==> config.mk <==
export PLATFORM = sky130hd
export DESIGN_NAME = mux_arb_nt1
export DESIGN_NICKNAME = d
export VERILOG_FILES = /design/src/rtl/mux_arb_nt1_pkg.sv /design/src/rtl/mux_arb_nt1_rr.sv /design/src/rtl/mux_arb_nt1.sv
export SDC_FILE = /design/constraint.sdc
export NUM_CORES = 1
export LEC_CHECK = 0
export ABC_AREA = 1
export CORE_ASPECT_RATIO = 1.5
export CORE_MARGIN = 2
export CORE_UTILIZATION = 36
export CTS_BUF_LIST = sky130_fd_sc_hd__clkbuf_8
export CTS_CLUSTER_SIZE = 12
export DETAILED_ROUTE_END_ITERATION = 10
export PLACE_DENSITY = 0.88
export SLEW_MARGIN = 30
export SYNTH_ARGS = -nofsm -noshare
export SYNTH_HDL_FRONTEND = slang
export SYNTH_SLANG_ARGS = --single-unit
export TNS_END_PERCENT = 50
==> constraint.sdc <==
create_clock -name clk -period 2.9 [get_ports clk]
set_input_delay 0.58 -clock clk [delete_from_list [all_inputs] [get_ports clk]]
set_output_delay 0.58 -clock clk [all_outputs]
set_load 0.03 [all_outputs]
==> src/rtl/mux_arb_nt1_pkg.sv <==
// Shared definitions for the N-to-1 arbitrated multiplexer.
// Mode encodings and a constant clog2 helper for derived widths.
package mux_arb_nt1_pkg;

    localparam logic MODE_STATIC = 1'b0;
    localparam logic MODE_RR     = 1'b1;

    function automatic int clog2(input int v);
        int r;
        r = 0;
        while ((1 << r) < v) begin
            r = r + 1;
        end
        return r;
    endfunction

endpackage

==> src/rtl/mux_arb_nt1_rr.sv <==
// Round-robin priority search: first requester after 'last', wrapping.
// Ports: req (requests), last (previous grant), en -> grant, grant_idx.
module rr_arbiter_n
    import mux_arb_nt1_pkg::*;
#(
    parameter  int N  = 4,
    localparam int SW = clog2(N)
) (
    input  logic [N-1:0]  req,
    input  logic [SW-1:0] last,
    input  logic          en,
    output logic [N-1:0]  grant,
    output logic [SW-1:0] grant_idx
);

    logic          found;
    logic [SW-1:0] pos;

    always_comb begin
        grant     = '0;
        grant_idx = '0;
        found     = 1'b0;
        pos       = '0;
        for (int k = 1; k <= N; k++) begin
            pos = SW'((int'(last) + k) % N);
            if (en && !found && req[pos]) begin
                grant[pos] = 1'b1;
                grant_idx  = pos;
                found      = 1'b1;
            end
        end
    end

endmodule

==> src/rtl/mux_arb_nt1.sv <==
// N-to-1 mux with registered output, static or round-robin selection.
// Ports: in_data/in_valid/in_ready per channel, mode, sel, out_* handshake.
module mux_arb_nt1
    import mux_arb_nt1_pkg::*;
#(
    parameter  int W  = 64,
    parameter  int N  = 4,
    localparam int SW = clog2(N)
) (
    input  logic           clk,
    input  logic           rst,
    input  logic [N*W-1:0] in_data,
    input  logic [N-1:0]   in_valid,
    output logic [N-1:0]   in_ready,
    input  logic           mode,
    input  logic [SW-1:0]  sel,
    output logic [W-1:0]   out_data,
    output logic [SW-1:0]  out_src,
    output logic           out_valid,
    input  logic           out_ready
);

    logic [SW-1:0] last_grant;
    logic          load_en;
    logic [N-1:0]  grant_s;
    logic [N-1:0]  grant_rr;
    logic [SW-1:0] idx_rr;
    logic [N-1:0]  grant;
    logic [SW-1:0] grant_idx;
    logic [W-1:0]  grant_data;

    assign load_en = !out_valid || out_ready;

    rr_arbiter_n #(.N(N)) u_rr (
        .req       (in_valid),
        .last      (last_grant),
        .en        (mode == MODE_RR),
        .grant     (grant_rr),
        .grant_idx (idx_rr)
    );

    always_comb begin
        grant_s = '0;
        if (int'(sel) < N && in_valid[sel]) begin
            grant_s[sel] = 1'b1;
        end
    end

    assign grant     = (mode == MODE_RR) ? grant_rr : grant_s;
    assign grant_idx = (mode == MODE_RR) ? idx_rr : sel;

    // No grant may complete a handshake while reset is held.
    assign in_ready = grant & {N{load_en && !rst}};

    always_comb begin
        grant_data = '0;
        for (int i = 0; i < N; i++) begin
            if (grant[i]) begin
                grant_data = in_data[i*W +: W];
            end
        end
    end

    always_ff @(posedge clk or posedge rst) begin
        if (rst) begin
            out_valid  <= 1'b0;
            out_data   <= '0;
            out_src    <= '0;
            last_grant <= SW'(N - 1);
        end else if (load_en) begin
            if (|grant) begin
                out_data  <= grant_data;
                out_src   <= grant_idx;
                out_valid <= 1'b1;
                if (mode == MODE_RR) begin
                    last_grant <= grant_idx;
                end
            end else begin
                out_valid <= 1'b0;
            end
        end
    end

endmodule

-- Yosys cells after proc, flatten, opt, wreduce, memory -nomap -nowiden
Cells that the tools add are included.
- flip-flop bits (word level): 69
- word-level logic and storage cells: 83
- multiplexer cells: 39
- $add $sub $neg: 4
- magnitude comparators: 10
- reduce and logical (&&, ||, !) cells: 22
- bitwise logic cells: 4
- operators by type and width (cell ; count):
    $mux W64 ; 4
    $mux W4 ; 6
    $lt A2 B3 Y1 const B ; 5
    $mux W1 ; 14
    $logic_and A1 B1 Y1 ; 13
    $or A4 B4 Y4 ; 3
    $bmux W1 S2 ; 5
    $demux W1 S2 ; 5
    $ge A2 B1 Y1 const B ; 5
    $mux W2 ; 5
    $logic_not A1 Y1 ; 5
    $add A2 B1 Y2 const B ; 2
    $add A2 B2 Y2 const B ; 2
    $and A4 B4 Y4 ; 1
    $reduce_or A4 Y1 ; 1
    $reduce_and A3 Y1 ; 1
    $reduce_and A2 Y1 ; 1
    $logic_or A1 B1 Y1 ; 1

-- Depth between registers and ports, before layout
- word-level depth: 22
- gate-level depth with buffers: 20
- depth with buffers taken out: 17

-- Hierarchy
A second synthesis with hierarchy kept.
- cells, all modules: 1029
- area total of the unflattened synthesis: 5791.8 um2
- modules (own cells, without submodules) (module ; cells each ; area each (um2) ; times used):
    mux_arb_nt1 ; 946 ; 5295.1 ; 1
    rr_arbiter_n ; 83 ; 496.7 ; 1

-- Least setup slack after synthesis
No wires, ideal clock.
- kind: flip-flop to output port
- from: reg last_grant[0]
- to: out in_ready[3]
- data required time: 2320 ps
- setup slack: -69 ps
- path buffers: 3
- stages on the path, launching flop included: 17
- data arrival time: 2389 ps
- cell sequence: dfstp_2 > buf_6 > inv_4 > ha_1 > inv_1 > nand3_2 > nand2_4 > nand2_4 > nor2_8 > nand3_1 > nand3_1 > nor2_1 > inv_1 > buf_2 > buf_2 > nand2_1 > inv_1
- cells in the longest elaborated chain, start to end: 19
- elaborated cells between the ends (all ways): 54
- classes of those cells: add/sub: 4; order compare: 8; mux: 24; bitwise: 4; reduce/logical: 14
- RTL lines (element ; line ; text):
    start, declared ; mux_arb_nt1.sv:23 ; logic [SW-1:0] last_grant;
    start signal, assigned ; mux_arb_nt1.sv:69 ; last_grant <= SW'(N - 1);
    start signal, assigned ; mux_arb_nt1.sv:76 ; last_grant <= grant_idx;
    branches (longest 16 deep; another with $lt A2 B3 Y1) ; -- ;
    $mux W4 (*) ; mux_arb_nt1_rr.sv:26 ; if (en && !found && req[pos]) begin
    $mux W4 (*) ; mux_arb_nt1.sv:49 ; assign grant = (mode == MODE_RR) ? grant_rr : grant_s;
    $and A4 B4 Y4 (*) ; mux_arb_nt1.sv:53 ; assign in_ready = grant & {N{load_en && !rst}};
    end, declared ; mux_arb_nt1.sv:14 ; output logic [N-1:0] in_ready,
Mark *: on every way between the ends. The select of a mux whose other input is x is not followed.

-- Final worst setup path
- from: reg last_grant[0]
- to: out in_ready[1]
Same word-level chain as after synthesis.

==> results.json <==
{
  "synth_cell_types": 31,
  "synth_area_um2": 5888,
  "crit_type": "reg -> out",
  "maxSlewHeadroom_pct": 64.12,
  "power.switching_mw": 5.461,
  "initial_core_util_pct": 36.53,
  "clockRootBuffer": "clkbuf_8",
  "cp-end-kind": "output pin",
  "fp.dieH_um": 160.6,
  "startpoint_type": "flip-flop",
  "mostFrequentLayoutCell": "nand2_1",
  "powerDensity_nw_per_um2": 1047,
  "cts.path.max_buffers": 2,
  "ir_worst_vdd_uv": 751.8,
  "postRouteAntennaNets": 0,
  "p_leak_nw": 4.905,
  "wire_per_inst_um": 16.46,
  "final_cell_mix": "358 x nand2_1, 332 x clkdlybuf4s50_1, 140 x nand3_1, 128 x a21oi_1, 73 x inv_1",
  "use_met3_pct": 5.722,
  "cap_violations": 0,
  "clock_skew_ps": 9.850,
  "clock_sinks": 69,
  "drt-vias-per-instance": 5.118,
  "dp_slack_ps": -74.29,
  "nets": 1563,
  "grt_pass1_vias": 7448,
  "critical_path_required_ps": 2320,
  "dr.pass1.iters": 5,
  "fin_area_um2": 9916,
  "final_max_slew_viol_count": 0,
  "worstMarginPinSlew_ps": 538.2,
  "track_usage_pct": 27.31,
  "die_w_um": 108.4,
  "portBuffers": 336,
  "fin_crit_sh_pct": 99.68,
  "arrival_ps": 2310,
  "rsz0062_at_grt": "yes",
  "use_met1_pct": 30.91,
  "n_antenna_cell": 0,
  "combPwrFrac_pct": 76.4,
  "status": "complete, no violations",
  "busiest_layer": "met2",
  "critPathMaxFanout": 6,
  "hold_viol": 0,
  "row_count": 57,
  "worst_hold_path_type": "reg -> reg",
  "max_freq_mhz": 346.0,
  "io_pins": 337,
  "tns_ps": 0,
  "clock_latency_ps": 340,
  "yosys_warnings": 0,
  "placed_cell_area_um2": 9480,
  "core_area_um2": 16120,
  "ctsHoldBuffers": 0,
  "syn_area_per_cell_um2": 6.064,
  "syn_to_final_growth_pct": 68.40,
  "drive_gt1_share_pct": 12.10,
  "grt_max_degree": 46,
  "antenna_found_initial": 1,
  "syn_nets": 1241,
  "grt_pass1_wl_um": 37340,
  "clkPwrFrac_pct": 7.5,
  "h-tree-depth": 3,
  "drtIter0Drc": 534,
  "cts_tree": "done",
  "p_sw_share_pct": 52.59,
  "synth_cells": 971,
  "dp_hpwl_um": 18330,
  "dieArea_um2": 17420,
  "gp_congestion": 0.9746,
  "seq_power_share_pct": 16.1,
  "numCtsBuffers": 9,
  "detailroute.via_count": 7692,
  "postLayoutCoreUtil_pct": 61.52,
  "setup_violations": 0,
  "grtUsageMet2_pct": 47.56,
  "intPower_mw": 4.923,
  "grt-ovfl-total": 0,
  "yosys_register_bits": 69,
  "min-delay-start": "out_data[16]",
  "drcViolationCount": 0,
  "drt_wl_total_um": 24740,
  "period_minus_slack_ps": 2891,
  "yosysSeqAreaShare_pct": 29.37,
  "r2r_start": "last_grant[0]",
  "clk_pin_slew_ps": 80,
  "setup_slack_ps": 9.406,
  "startpoint": "last_grant[0]"
}
## cells by family after synthesis
logic type	count (synthesis)	synth area share, %
buffers and inverters	158	12.15
AO/OA/AOI/OAI	133	11.39
flip-flops	69	29.37
adder cells (fa/ha/maj)	4	0.8500
AND/OR/NAND/NOR	607	46.24
## sequential cells by signal, indices dropped and copies added (netlist names)
name        count
out_data       64
last_grant      2
out_valid       1
out_src         2
## final cells by class
| class | instances | area [µm²] |
|---|---|---|
| multi-input combinational | 744 | 3581 |
| sequential | 69 | 1729 |
| timing repair buffer | 382 | 3826 |
| fill | 1474 | 6202 |
| clock inverter | 6 | 63.81 |
| inverter | 87 | 334.1 |
| tap | 206 | 257.7 |
| clock buffer | 9 | 123.9 |
## power by group through the flow
| stage | clock (mW) | sequential [mW] | combinational, mW |
|---|---|---|---|
| 2_1_floorplan | 0 | 2.47 | 4.18 |
| 3_3_place_gp | 0 | 1.66 | 7.38 |
| 3_5_place_dp | 0 | 1.68 | 7.52 |
| 4_1_cts | 0.810 | 1.67 | 7.74 |
| 5_1_grt | 0.848 | 1.72 | 8.62 |
| 6_report | 0.780 | 1.67 | 7.93 |
## cell usage after synthesis
library cell / number / area, µm²
nor3_1: 1 / 5.000
clkinv_1: 4 / 15.01
nand2_1: 362 / 1359
dfrtp_1: 67 / 1677
buf_2: 45 / 225.2
nand4_1: 8 / 50.05
nand3_2: 3 / 30.03
o22ai_1: 1 / 6.260
buf_4: 5 / 37.54
nor2_4: 1 / 11.26
nor2_1: 9 / 33.78
o2111ai_1: 1 / 8.760
buf_6: 6 / 67.56
or2_1: 18 / 112.6
nand2_4: 2 / 22.52
inv_1: 79 / 296.5
nand3_1: 149 / 745.7
or2_2: 46 / 287.8
inv_2: 3 / 11.26
nor2_8: 1 / 20.02
inv_4: 1 / 6.260
o21ai_0: 2 / 10.01
clkbuf_1: 14 / 52.55
nor3b_1: 1 / 7.510
a21oi_1: 128 / 640.6
nor2_2: 3 / 18.77
buf_1: 1 / 3.750
dfstp_2: 2 / 52.55
ha_1: 4 / 50.05
o21ai_1: 1 / 5.000
nand2_2: 3 / 18.77
## critical path: stages, from the launching register on
cell	delay, ps
dfstp_2	570
inv_4	50
ha_4	300
inv_4	50
nand2_1	100
nand2_4	110
nor2_4	190
buf_4	140
nand3_2	70
nand4_1	120
nand2_1	70
inv_2	70
buf_12	110
## path summary, 6_finish.rpt
| path | end | slack, ps | cells after the start |
|---|---|---|---|
| max | in_ready[1] | 9 | 12 |
| min | out_data[16] | 480 | 2 |
| max reg2reg | out_data[11] | 110 | 17 |
| min reg2reg | out_data[16] | 480 | 2 |
| max in group asynchronous | out_data[49] | 1780 | 3 |
| min in group asynchronous | out_valid | 680 | 3 |
## routing by layer
layer  part of all wire [%]  routed length, µm
met5                  0.069                 17
met1                     37               9210
met2                     50              12370
met4                    5.1               1252
met3                    7.6               1880
## what timing repair did
action | CTS | global route
resized for setup | 16 | 17
endpoints found under the hold margin | 0 | 0
setup buffers | 9 | 6
setup endpoints to repair | 4 | 4
pin swaps | 6 | 14
gates cloned | 0 | 0
## through the flow
step	hold slack, ps	power (mW)	std cells
global route	506.9	11.20	1503
CTS	482.8	10.22	1497
global placement	454.8	9.046	1473
finish	480.7	10.38	1503
detailed placement	464.0	9.196	1473
floorplan	478.9	6.653	971
Note: power is estimated with default switching activity, not from simulation.
